--- config.mk ---
export PLATFORM = sky130hd
export DESIGN_NAME = cntr_n
export DESIGN_NICKNAME = d
export VERILOG_FILES = /design/src/rtl/cntr_n.sv
export SDC_FILE = /design/constraint.sdc
export NUM_CORES = 1
export LEC_CHECK = 0
export ABC_AREA = 1
export BUFFER_PORTS_ARGS = -buffer_cell sky130_fd_sc_hd__buf_4
export CAP_MARGIN = 20
export CORE_ASPECT_RATIO = 1.2
export CORE_MARGIN = 2
export CORE_UTILIZATION = 41
export CTS_CLUSTER_DIAMETER = 40
export DETAILED_ROUTE_END_ITERATION = 10
export PLACE_DENSITY = 0.66
export SYNTH_ARGS = -nofsm -noshare
export SYNTH_HDL_FRONTEND = slang
export SYNTH_SLANG_ARGS = --single-unit
export TNS_END_PERCENT = 20
--- constraint.sdc ---
create_clock -name clk -period 1.38 [get_ports clk]
set_input_delay 0 -clock clk [delete_from_list [all_inputs] [get_ports clk]]
set_output_delay 0 -clock clk [all_outputs]
set_load 0.02 [all_outputs]
--- src/rtl/cntr_n.sv ---
// Up/down counter with parallel load, driven by a small direction-tracking FSM.
// Wraps or saturates depending on SAT; ovf pulses on any carry, borrow or clamp.
module cntr_n #(
   parameter int WIDTH = 8,
   parameter int STEP  = 1,
   parameter bit SAT   = 1'b0
) (
   input  logic             clk,
   input  logic             reset,
   input  logic             en,
   input  logic             load,
   input  logic             inc,
   input  logic [WIDTH-1:0] d_in,
   output logic [WIDTH-1:0] d_out,
   output logic [2:0]       o_state,
   output logic             ovf
);

   typedef enum logic [2:0] {
      ST_IDLE = 3'b000,
      ST_LOAD = 3'b001,
      ST_INC  = 3'b010,
      ST_INC2 = 3'b011,
      ST_DEC  = 3'b100,
      ST_DEC2 = 3'b101
   } state_e;

   localparam logic [WIDTH:0]   STEP_X = (WIDTH + 1)'(STEP);
   localparam logic [WIDTH-1:0] MAX_V  = '1;

   state_e           state_q, state_d;
   logic [WIDTH-1:0] d_out_q, d_out_d;
   logic             ovf_q, ovf_d;
   logic [WIDTH:0]   sum, diff;
   logic             legal;

   // One extra bit on each side exposes the carry/borrow directly.
   always_comb begin
      sum  = {1'b0, d_out_q} + STEP_X;
      diff = {1'b0, d_out_q} - STEP_X;
   end

   always_comb begin
      state_d = ST_IDLE;
      d_out_d = d_out_q;
      ovf_d   = 1'b0;
      legal   = state_q inside {ST_IDLE, ST_LOAD, ST_INC, ST_INC2, ST_DEC, ST_DEC2};
      // A corrupted state code recovers to IDLE with d_out held, ignoring inputs.
      if (legal) begin
         if (load) begin
            state_d = ST_LOAD;
            d_out_d = d_in;
         end else if (!en) begin
            state_d = ST_IDLE;
         end else if (inc) begin
            state_d = (state_q == ST_INC) ? ST_INC2 : ST_INC;
            d_out_d = sum[WIDTH-1:0];
            if (sum[WIDTH]) begin
               ovf_d = 1'b1;
               if (SAT) d_out_d = MAX_V;
            end
         end else begin
            state_d = (state_q == ST_DEC) ? ST_DEC2 : ST_DEC;
            d_out_d = diff[WIDTH-1:0];
            if (diff[WIDTH]) begin
               ovf_d = 1'b1;
               if (SAT) d_out_d = '0;
            end
         end
      end
   end

   always_ff @(posedge clk) begin
      if (reset) begin
         state_q <= ST_IDLE;
         d_out_q <= '0;
         ovf_q   <= 1'b0;
      end else begin
         state_q <= state_d;
         d_out_q <= d_out_d;
         ovf_q   <= ovf_d;
      end
   end

   assign d_out   = d_out_q;
   assign o_state = state_q;
   assign ovf     = ovf_q;

endmodule

# Word-level counts from Yosys, hierarchy flattened

Index checks and enable logic that the tools add are counted.

Register bits: 12
Bits in latches: 0
RAM bits: 0
ROM bits: 0
Output and inout bits: 12
Logic and storage cells: 30
Memories kept: 0

Add/sub/neg operators: 2
Multiply operators: 0
Div/mod/pow operators: 0
Magnitude comparators: 0
Equal/unequal tests: 5
Shift operators: 0
Multiplexer cells: 11
Bitwise operators: 2
Reductions and logical operators: 6

Operators by type and width:

| cell                | count |
|---|---|
| $mux 8              | 3 |
| $add 8x1->9 const B | 1 |
| $sub 8x1->9 const B | 1 |
| $mux 1              | 7 |
| $eq 3x2->1 const B  | 2 |
| $eq 3x3->1 const B  | 2 |
| $reduce_bool 6->1   | 1 |
| $reduce_or 4->1     | 1 |
| $eq 3x1->1 const B  | 1 |
| $logic_not 3->1     | 1 |
| $mux 3              | 1 |
| $not 1->1           | 2 |
| $reduce_and 2->1    | 1 |
| $reduce_bool 2->1   | 1 |
| $reduce_or 2->1     | 1 |

# Longest topological paths before layout

Gate-level depths: netlist (run 1).

Depth in word-level cells: 5
Gate-level depth with buffers: 10
Mapped depth without buffers: 10

# Worst setup path after synthesis (run 1)

No wires, ideal clock.

Kind: register -> register
From: register d_out_q[0] (netlist: d_out[0])
To: register d_out_q[1] (netlist: d_out[1])
Library setup time: 0.086 ns
Data arrival time: 1.326 ns
Data required time: 1.294 ns
Slack: -0.033 ns
Stages on the path, launching flop included: 6
Buffers on the path: 0
Path through: dfxtp_1 > inv_1 > ha_1 > xnor2_1 > nand2_1 > a221oi_2

Longest elaborated chain between the ends: 4
Elaborated cells on any way between the ends: 5
Classes of those cells: add/sub: 2; mux: 3

RTL lines:

| item                                       | line   | RTL |
|---|---|---|
| from (decl)                                | 32     | `logic [WIDTH-1:0] d_out_q, d_out_d;` |
| from (signal assigned)                     | 80     | `d_out_q <= d_out_d;` |
| $sub 8x1->9 or $add 8x1->9 (tied branches) | 40, 39 |  |
| $mux 8 (*)                                 | 55     | `end else if (inc) begin` |
| $mux 8 (*)                                 | 53     | `end else if (!en) begin` |
| $mux 8 (*)                                 | 50     | `if (load) begin` |

Every way passes the cells marked *; elsewhere a longest branch is shown, timed or not. The select of a mux whose other input is x is not followed.
A chain may end at the register's enable or synchronous reset.

# Final worst setup path (run 1)

From: register d_out_q[1] (netlist: d_out[1])
To: register d_out_q[6] (netlist: d_out[6])

The elaborated chain is that of the path after synthesis.

==> results of run 1 <==
==> final cells by class <==
class / instances / share of cell area, %
multi-input combinational: 100 / 47.60
timing repair buffer: 32 / 21.35
sequential: 12 / 21.68
tap: 20 / 2.179
inverter: 11 / 4.031
clock buffer: 4 / 3.159
==> critical path: stages (launching register included) <==
cell and delay [ps]:
dfxtp_4 400, ha_2 190, nand2_2 80, nor2_4 120
nand3_1 100, nand2_1 80, nand2_1 50, nand3_1 60
nand2_1 70, a21oi_2 120
==> cells by family (layout without fill, tap and decap cells) <==
family | Yosys count | in the layout | synth area share [%]
xor+xnor | 2 | 2 | 2.065
fa+ha+maj | 2 | 2 | 2.949
buf+inv | 16 | 47 | 9.587
compound gates | 22 | 22 | 18.14
simple gates | 74 | 74 | 38.94
flops | 12 | 12 | 28.32
==> sequential cells by signal (all words and copies together) (netlist names) <==
register and cells:
d_out 8, o_state 3, ovf 1
==> layout by cell type, fill, tap and decap left out, types with 3 or more instances in the layout <==
cell type and n:
nand3_1 11, dfxtp_1 9, inv_2 3, nand2_1 33, nor2_1 18, clkbuf_4 3
a21oi_1 7, inv_1 6, nor2_2 3, a21oi_2 3, buf_4 30, o21ai_1 4
==> routing by layer <==
metal  global-route usage (%)  vias up
met5                        0        -
met4                    7.353        0
met3                    3.020        4
met2                    31.69       21
met1                    23.37      416
li1                         -      478
==> metrics by stage <==
stage / hold slack [ps] / cell area [um2] / power, mW
after detailed placement: 253.5 / 1031 / 0.7146
after global placement: 252.8 / 1031 / 0.7098
after floorplan: 182.4 / 850.8 / 0.6166
final: 71.86 / 1149 / 1.033
after global routing: 96.98 / 1149 / 1.104
after CTS: 69.76 / 1087 / 1.007
==> power groups by stage <==
stage | clock [mW] | sequential [mW] | combinational (mW)
floorplan | 0 | 0.440 | 0.177
global placement | 0 | 0.415 | 0.295
detailed placement | 0 | 0.417 | 0.298
CTS | 0.296 | 0.408 | 0.303
global route | 0.313 | 0.420 | 0.370
finish | 0.286 | 0.413 | 0.334
==> path summary, 6_finish.rpt <==
path	from	end	slack (ps)	depth (start not counted)
worst min-delay path	d_in[0]	d_out[0]	70	3
worst max-delay path	d_out[1]	d_out[6]	50	9
worst min register to register	o_state[0]	o_state[0]	530	3
worst max register to register	d_out[1]	d_out[6]	50	9
==> timing repair <==
action | 4_1_cts | 5_1_grt
setup buffers | 0 | 4
setup endpoints to repair | 0 | 3
hold buffers | 2 | 0
gates resized for setup | 0 | 12
hold endpoints to repair | 8 | 0
==> impl_metrics.ini, run 1 <==
[status]
status = completed

[timing]
achievable-frequency_ghz = 0.7519
fin_setup_tns_ps = 0
rsz0062_at_grt = true
setup_viol = 0
report.final.slew_viol_count = 0
timing.clock.skew_ps = 3.426
final_min_period_over_clock_period_pct = 96.38
worst_slack_ps = 49.97
total_count_of_hold_check_failures_in_the_final_report = 0
timing.max_slew.rel_slack_pct = 68.82
worst-slew-pin-transition_ps = 466.0
post-route-min-period_ps = 1330

[synthesis]
synth_seq_cells = 12
synth-seq-area-share_pct = 28.32
synth_area_um2 = 848.3
async_reset_ff_share_pct = 0
synth_area_leader_cell = dfxtp_1
yosys.cell_count.top_type = nand2_1
synth_common_cells = 33 x nand2_1, 18 x nor2_1, 12 x dfxtp_1
yosys_warnings = 0
syn-instance-count = 128
synth_largest_type_area_fraction_pct = 28.32
synthDistinctLibCells = 30
mappedNetlistNets = 143
synth-edff-count = 0
netlist_top_cells_area = dfxtp_1 28%, nand2_1 15%, nor2_1 8.0%
synth_top_flop_cell = dfxtp_1
post_synth.cell_area_avg_um2 = 6.627

[power]
powerDensity_nw_per_um2 = 899.6
leakagePower_nw = 0.5087
comb_power_share_pct = 32.3
power.share.switching_pct = 33.46
ir_drop_mv = 0.8452
clock_power_share_pct = 27.7
net-switching-power_mw = 0.3457
power_frac_seq_pct = 39.9
power_report.internal_total_mw = 0.6876

[route]
via_count = 919
post_drt_wl_per_cell_um = 11.70
topRoutingLayerUsed = met4
ant_nets = 0
drt_first_iter_violations = 14
wirelength_um = 2095
detail_route.wirelength.met1_um = 917
drc = 0
drtPass1Iterations = 7
via_count_normalized_by_instance_count = 5.134
met2_length_um = 1076
detailroute.wirelength.met3_um = 74

[die]
initial_utilization_pct = 42.32
die_area_um2 = 2451
fp.dieW_um = 45.53
die_height_um = 53.83
design.portCount = 25
core_area_um2 = 2004
core.rowCount = 18

[finish]
finalNonFillerCells = 179
proportion_of_layout_cells_with_a_drive_suffix_above_1_pct = 35.22
insertedDiodeCount = 0
nets = 175
seqCellArea_um2 = 249.0
areaGrowthSynthToFinish_pct = 35.40
multi_input_comb_area_um2 = 546.8
layout.filler_cells = 205
finish.utilization_pct = 57.30

[global_route]
grt_max_degree = 17
grt_antenna_before_repair = 0
gr_util_all_layers_pct = 18.77
first_pass_grt_wire_length_um = 3353
grt-ovfl-total = 0
number_of_global_route_vias_before_repair = 786

[setup_path]
crit_path_end_kind = flip-flop
start_kind = flip-flop
timing.critical_path.required_ps = 1600
critical_path.max_fanout = 6
worstPathArrival_ps = 1550
criticalPathCategory = flip-flop to flip-flop

[placement]
buffer_ports.inserted = 24
routabilityCongestion = 0.8311
estimated_wirelength_of_the_detail_placed_design_um = 1468
place.detailed.instances = 169
placement.setup.worst_slack_ps = 45.77

[clock_tree]
cts_max_level = 1
worstSkewPairLatency_ps = 280
cts.clk_slew.worst_paths_ps = 80
buffer_depth_of_the_longest_clock_path = 2
cts_buffers = 3
cts_tree = built
cts.sinks = 12
cts_root_buffer = clkbuf_4

[hold_path]
min_delay_path_class = input pin to flip-flop

[job]
cap_viol_max_count = 0
(Power assumes the default switching activity.)
==> run 2: changes to the inputs <==
--- a/config.mk
+++ b/config.mk
@@ -5,7 +5,6 @@
 export SDC_FILE = /design/constraint.sdc
 export NUM_CORES = 1
 export LEC_CHECK = 0
-export ABC_AREA = 1
 export BUFFER_PORTS_ARGS = -buffer_cell sky130_fd_sc_hd__buf_4
 export CAP_MARGIN = 20
 export CORE_ASPECT_RATIO = 1.2
@@ -13,7 +12,7 @@
 export CORE_UTILIZATION = 41
 export CTS_CLUSTER_DIAMETER = 40
 export DETAILED_ROUTE_END_ITERATION = 10
-export PLACE_DENSITY = 0.66
+export PLACE_DENSITY = 0.67
 export SYNTH_ARGS = -nofsm -noshare
 export SYNTH_HDL_FRONTEND = slang
 export SYNTH_SLANG_ARGS = --single-unit
==> impl_metrics.ini, run 2 <==
[power]
powerDensity_nw_per_um2 = 845.5
leakagePower_nw = 0.4788
ir_drop_mv = 0.5741
power_mw = 0.9744

[die]
design.portCount = 25
fp.dieW_um = 43.68
die_area_um2 = 2254
core_area_um2 = 1808
core.rowCount = 17
die_height_um = 51.61
initial_utilization_pct = 42.84

[synthesis]
syn-instance-count = 98
mappedNetlistNets = 113
yosys.cell_count.top_type = dfxtp_1
netlist_top_cells_area = dfxtp_1 31%, mux2i_1 5.2%, a31oi_1 4.8%
synthDistinctLibCells = 35
synth_area_leader_cell = dfxtp_1
post_synth.cell_area_avg_um2 = 7.903
async_reset_ff_share_pct = 0
synth-edff-count = 0
synth-seq-area-share_pct = 31.02
synth_area_um2 = 774.5
yosys_warnings = 0
synth_top_flop_cell = dfxtp_1
synth_common_cells = 12 x dfxtp_1, 8 x nor2_1, 7 x nor3_1
synth_largest_type_area_fraction_pct = 31.02
synth_seq_cells = 12

[setup_path]
crit_chain = or4_4, o22ai_2, mux2i_1, a31oi_1
crit_family = simple AND/OR/NAND/NOR gates
timing.critical_path.depth = 4
r2r_cells = 4
criticalPathCategory = flip-flop to flip-flop
cp_slowest_cell = or4_4
critical_path.max_fanout = 3
ff2ff_setup_slack_ps = -20
max_stage_delay_ps = 570
crit-reg2reg-launch = d_out[5]
critPathBufInv = 0
worstPathArrival_ps = 1560
crit_path_end_kind = flip-flop
timing.rr.end = d_out[6]
start_kind = flip-flop
timing.critical_path.required_ps = 1540

[clock_tree]
cts_max_level = 1
cts.sinks = 12
cts.clk_slew.worst_paths_ps = 80
cts_tree = built
cts_buffers = 3
buffer_depth_of_the_longest_clock_path = 2
cts_root_buffer = clkbuf_4
worstSkewPairLatency_ps = 280

[route]
via_count = 885
ant_nets = 0
post_drt_wl_per_cell_um = 14.78
drtPass1Iterations = 4
via_count_normalized_by_instance_count = 5.822
wirelength_um = 2246
drt_first_iter_violations = 19
drc = 0

[finish]
layout.filler_cells = 168
insertedDiodeCount = 0
flip_flop_count_of_the_largest_register_after_layout = 8
final_common_cell = buf_4
proportion_of_layout_cells_with_a_drive_suffix_above_1_pct = 41.35
areaGrowthSynthToFinish_pct = 48.79
nets = 150
layout.cells.most_common_list = 37 x buf_4, 8 x nor2_1, 8 x dfxtp_1

[timing]
fin_setup_tns_ps = -24.08
worst_slack_ps = -24.08
post-route-min-period_ps = 1404
worst-slew-pin-transition_ps = 261.1
achievable-frequency_ghz = 0.7122
report.final.slew_viol_count = 0
timing.clock.skew_ps = 9.352
total_count_of_hold_check_failures_in_the_final_report = 0
timing.max_slew.rel_slack_pct = 82.62
rsz0062_at_grt = true
setup_viol = 1
final_min_period_over_clock_period_pct = 101.7

[job]
cap_viol_max_count = 0

[global_route]
grt_max_degree = 16
gr_util_all_layers_pct = 22.87
number_of_global_route_vias_before_repair = 863
first_pass_grt_wire_length_um = 3864
grt-ovfl-total = 0
grt_antenna_before_repair = 0

[placement]
routabilityCongestion = 0.7661
estimated_wirelength_of_the_detail_placed_design_um = 1568
buffer_ports.inserted = 24
placement.setup.worst_slack_ps = -83.57

[hold_path]
min_from = inc
min_delay_path_class = input pin to flip-flop
hold_depth = 3
worstHoldEndpoint = o_state[1]

[status]
status = finished with violations
violations = negative setup slack
## run 2: cell types whose count changed after synthesis, sizes merged, moves of 4 or more
cell | previous run | this run
nor2 | 23 | 8
a21oi | 10 | 4
a31oi | 1 | 6
nand3 | 12 | 6
nor3 | 2 | 8
mux2i | 0 | 4
clkbuf | 0 | 4
inv | 11 | 4
nand2 | 34 | 5
## run 2: power breakdown
part	total, mW	leakage (nW)	switching (mW)	internal [mW]
clock network	0.222	0.0138	0.121	0.101
logic	0.356	0.364	0.179	0.177
registers	0.397	0.101	0.0248	0.372
total	0.974	0.479	0.324	0.650
## run 2: tightest hold or removal path, cell delays in order
cell and delay (ps):
buf_4 150, inv_1 60, nor2_1 40
## run 2: how the worst max path moves through the flow
stage                    end  slack [ps]  startpoint
floorplan           d_out[6]        -140    d_out[3]
global placement    d_out[3]         -60    d_out[0]
global route        d_out[6]        -100    d_out[5]
detailed placement  d_out[3]         -80    d_out[0]
finish              d_out[6]         -20    d_out[5]
CTS                 d_out[7]         -30    d_out[3]
## run 2: cell type report
class	count	area, um2	share of cell area [%]
Multi-Input combinational cell	74	523.0	45.39
Timing Repair Buffer	40	317.8	27.58
Sequential cell	12	250.2	21.72
Tap cell	19	23.77	2.063
Clock buffer	3	22.52	1.954
Inverter	4	15.01	1.303
## run 2: per-stage QoR
stage	instance area, um2	util (%)	cells	hold WS (ps)
after floorplan	775.7	-	98	172.8
after global placement	1056	58.41	147	257.7
after detailed placement	1056	58.41	147	248.7
after CTS	1106	61.18	152	5.069
after global routing	1152	63.74	152	26.28
final	1152	63.74	152	6.051
## run 2: timing repair
action / in CTS / in global routing
pin swaps: 0 / 3
hold buffers: 2 / 0
buffers inserted: 0 / 0
hold endpoints to repair: 9 / 0
resized for setup: 4 / 11
setup endpoints to repair: 6 / 8
## run 2: layer usage
layer | up-vias | part of all wire, % | wire (um) | global-route usage [%]
met5 | - | 0 | 0 | 0
li1 | 432 | - | - | -
met2 | 24 | 54 | 1211 | 41.18
met3 | 4 | 4.4 | 98 | 2.083
met1 | 425 | 41 | 911 | 27.23
met4 | 0 | 1.1 | 25 | 9.091
## run 2: logic make-up (layout without fill, tap and decap cells)
family,Yosys count,count (layout),synth area share [%]
simple gates,43,43,30.86
compound gates,23,23,19.87
flops,12,12,31.02
buf+inv,12,47,7.268
mux,5,5,6.624
fa+ha+maj,2,2,3.231
xor+xnor,1,1,1.131
==> run 3: changes to the inputs <==
--- a/config.mk
+++ b/config.mk
@@ -8,11 +8,11 @@
 export BUFFER_PORTS_ARGS = -buffer_cell sky130_fd_sc_hd__buf_4
 export CAP_MARGIN = 20
 export CORE_ASPECT_RATIO = 1.2
-export CORE_MARGIN = 2
+export CORE_MARGIN = 3
 export CORE_UTILIZATION = 41
 export CTS_CLUSTER_DIAMETER = 40
 export DETAILED_ROUTE_END_ITERATION = 10
-export PLACE_DENSITY = 0.67
+export PLACE_DENSITY = 0.69
 export SYNTH_ARGS = -nofsm -noshare
 export SYNTH_HDL_FRONTEND = slang
 export SYNTH_SLANG_ARGS = --single-unit
==> constraint.sdc (replaced) <==
create_clock -name clk -period 1.16 [get_ports clk]
set_input_delay 0 -clock clk [delete_from_list [all_inputs] [get_ports clk]]
set_output_delay 0 -clock clk [all_outputs]
set_load 0.02 [all_outputs]
==> impl_metrics.ini, run 3 (same netlist as run 2, synthesis figures left out) <==
[clock_tree]
worstSkewPairLatency_ps = 280
cts.sinks = 12
postCtsSetupRepairBufs = 0
buffer_depth_of_the_longest_clock_path = 2
cts_root_buffer = clkbuf_4
cts_buffers = 3
cts_tree = built
cts.clk_slew.worst_paths_ps = 90
cts_max_level = 1

[timing]
timing.clock.skew_ps = 6.169
timing.max_slew.rel_slack_pct = 84.20
rsz0062_at_grt = true
post-route-min-period_ps = 1435
total_count_of_hold_check_failures_in_the_final_report = 0
holdWs_ps = 20.56
setup_viol = 9
report.final.slew_viol_count = 0
worst_slack_ps = -274.8
worst-slew-pin-transition_ps = 235.0
fin_setup_tns_ps = -1346
final_min_period_over_clock_period_pct = 123.7
achievable-frequency_ghz = 0.6970

[placement]
estimated_wirelength_of_the_detail_placed_design_um = 1654
buffer_ports.inserted = 24
routabilityCongestion = 0.7842
post_dp_cell_area_um2 = 1065

[hold_path]
min_from = d_in[6]
min_delay_path_class = input pin to flip-flop

[finish]
final_common_cell = buf_4
proportion_of_layout_cells_with_a_drive_suffix_above_1_pct = 46.38
stdcell_area_um2 = 1192
flip_flop_count_of_the_largest_register_after_layout = 8
areaGrowthSynthToFinish_pct = 53.96
insertedDiodeCount = 0
nets = 154
finish.utilization_pct = 70.07
layout.cells.most_common_list = 40 x buf_4, 8 x nor2_1, 7 x nor3_1, 7 x dfxtp_2, 6 x a31oi_1

[die]
die_height_um = 53.61
core.rowCount = 16
die_area_um2 = 2449
design.portCount = 25
fp.dieW_um = 45.68
core_area_um2 = 1702
initial_utilization_pct = 45.51

[route]
post_drt_wl_per_cell_um = 14.50
drt_first_iter_violations = 21
via_count = 893
drc = 0
via_count_normalized_by_instance_count = 5.724
ant_nets = 0
drtPass1Iterations = 5
wirelength_um = 2262

[power]
leakagePower_nw = 0.5028
powerDensity_nw_per_um2 = 1050
ir_drop_mv = 0.6481

[setup_path]
cp_slowest_cell = or4_4
crit-reg2reg-launch = d_out[4]
ff2ff_setup_slack_ps = -270
crit_path_end_kind = flip-flop
crit_chain = or4_4, o22ai_4, mux2i_1, a31oi_1
critical_path.max_fanout = 3
timing.critical_path.required_ps = 1320
setup.worst_path.start = d_out[4]
start_kind = flip-flop
criticalPathCategory = flip-flop to flip-flop
worstPathArrival_ps = 1600
max_stage_delay_ps = 560

[global_route]
number_of_global_route_vias_before_repair = 852
grt_antenna_before_repair = 0
gr_util_all_layers_pct = 20.96
grt_max_degree = 16
first_pass_grt_wire_length_um = 3726
grt-ovfl-total = 0

[status]
violations = negative setup slack
status = finished with violations

[job]
cap_viol_max_count = 0
-- run 3: path summary, 6_finish.rpt --
path	end	cells after the start
max reg2reg	d_out[6]	4
min	d_out[6]	3
max	d_out[6]	4
min reg2reg	o_state[0]	2
-- run 3: metal layers --
layer / up-vias / GRT usage (%) / wire length [um]
met3: 6 / 3.010 / 107
met1: 417 / 23.20 / 917
met4: 0 / 11.71 / 51
li1: 443 / - / -
met2: 27 / 37.21 / 1187
met5: - / 0 / 0
-- run 3: where the power goes --
group | internal, mW | switching (mW) | total (mW)
Sequential | 0.445 | 0.0303 | 0.475
Clock | 0.191 | 0.157 | 0.348
Combinational | 0.217 | 0.212 | 0.430
-- run 3: metrics by stage --
step | setup WS [ps] | cells | total power [mW]
global route | -308.9 | 156 | 1.329
detailed placement | -256.6 | 149 | 0.8663
floorplan | -357.3 | 98 | 0.7038
CTS | -263.4 | 156 | 1.256
finish | -274.8 | 156 | 1.252
global placement | -228.7 | 149 | 0.8568
-- run 3: what timing repair did --
| action | 4_1_cts | 5_1_grt |
|---|---|---|
| pin swaps | 5 | 2 |
| setup endpoints to repair | 9 | 9 |
| endpoints found under the hold margin | 8 | 0 |
| resized for setup | 17 | 1 |
| gates cloned | 0 | 0 |
| hold buffers | 3 | 0 |
-- run 3: cell type report --
| type | count | area, um2 |
|---|---|---|
| timing repair buffer | 44 | 341.6 |
| inverter | 4 | 15.01 |
| multi-input combinational | 74 | 528.0 |
| fill | 135 | 509.2 |
| clock buffer | 4 | 36.28 |
| sequential | 12 | 249.0 |
| tap | 18 | 22.52 |
-- run 3: worst max-delay path, delay by kind of cell, from the launching register on --
family / cells / cell delay [ps]
simple gates: 1 / 560
flops: 1 / 330
mux: 1 / 200
compound gates: 2 / 220
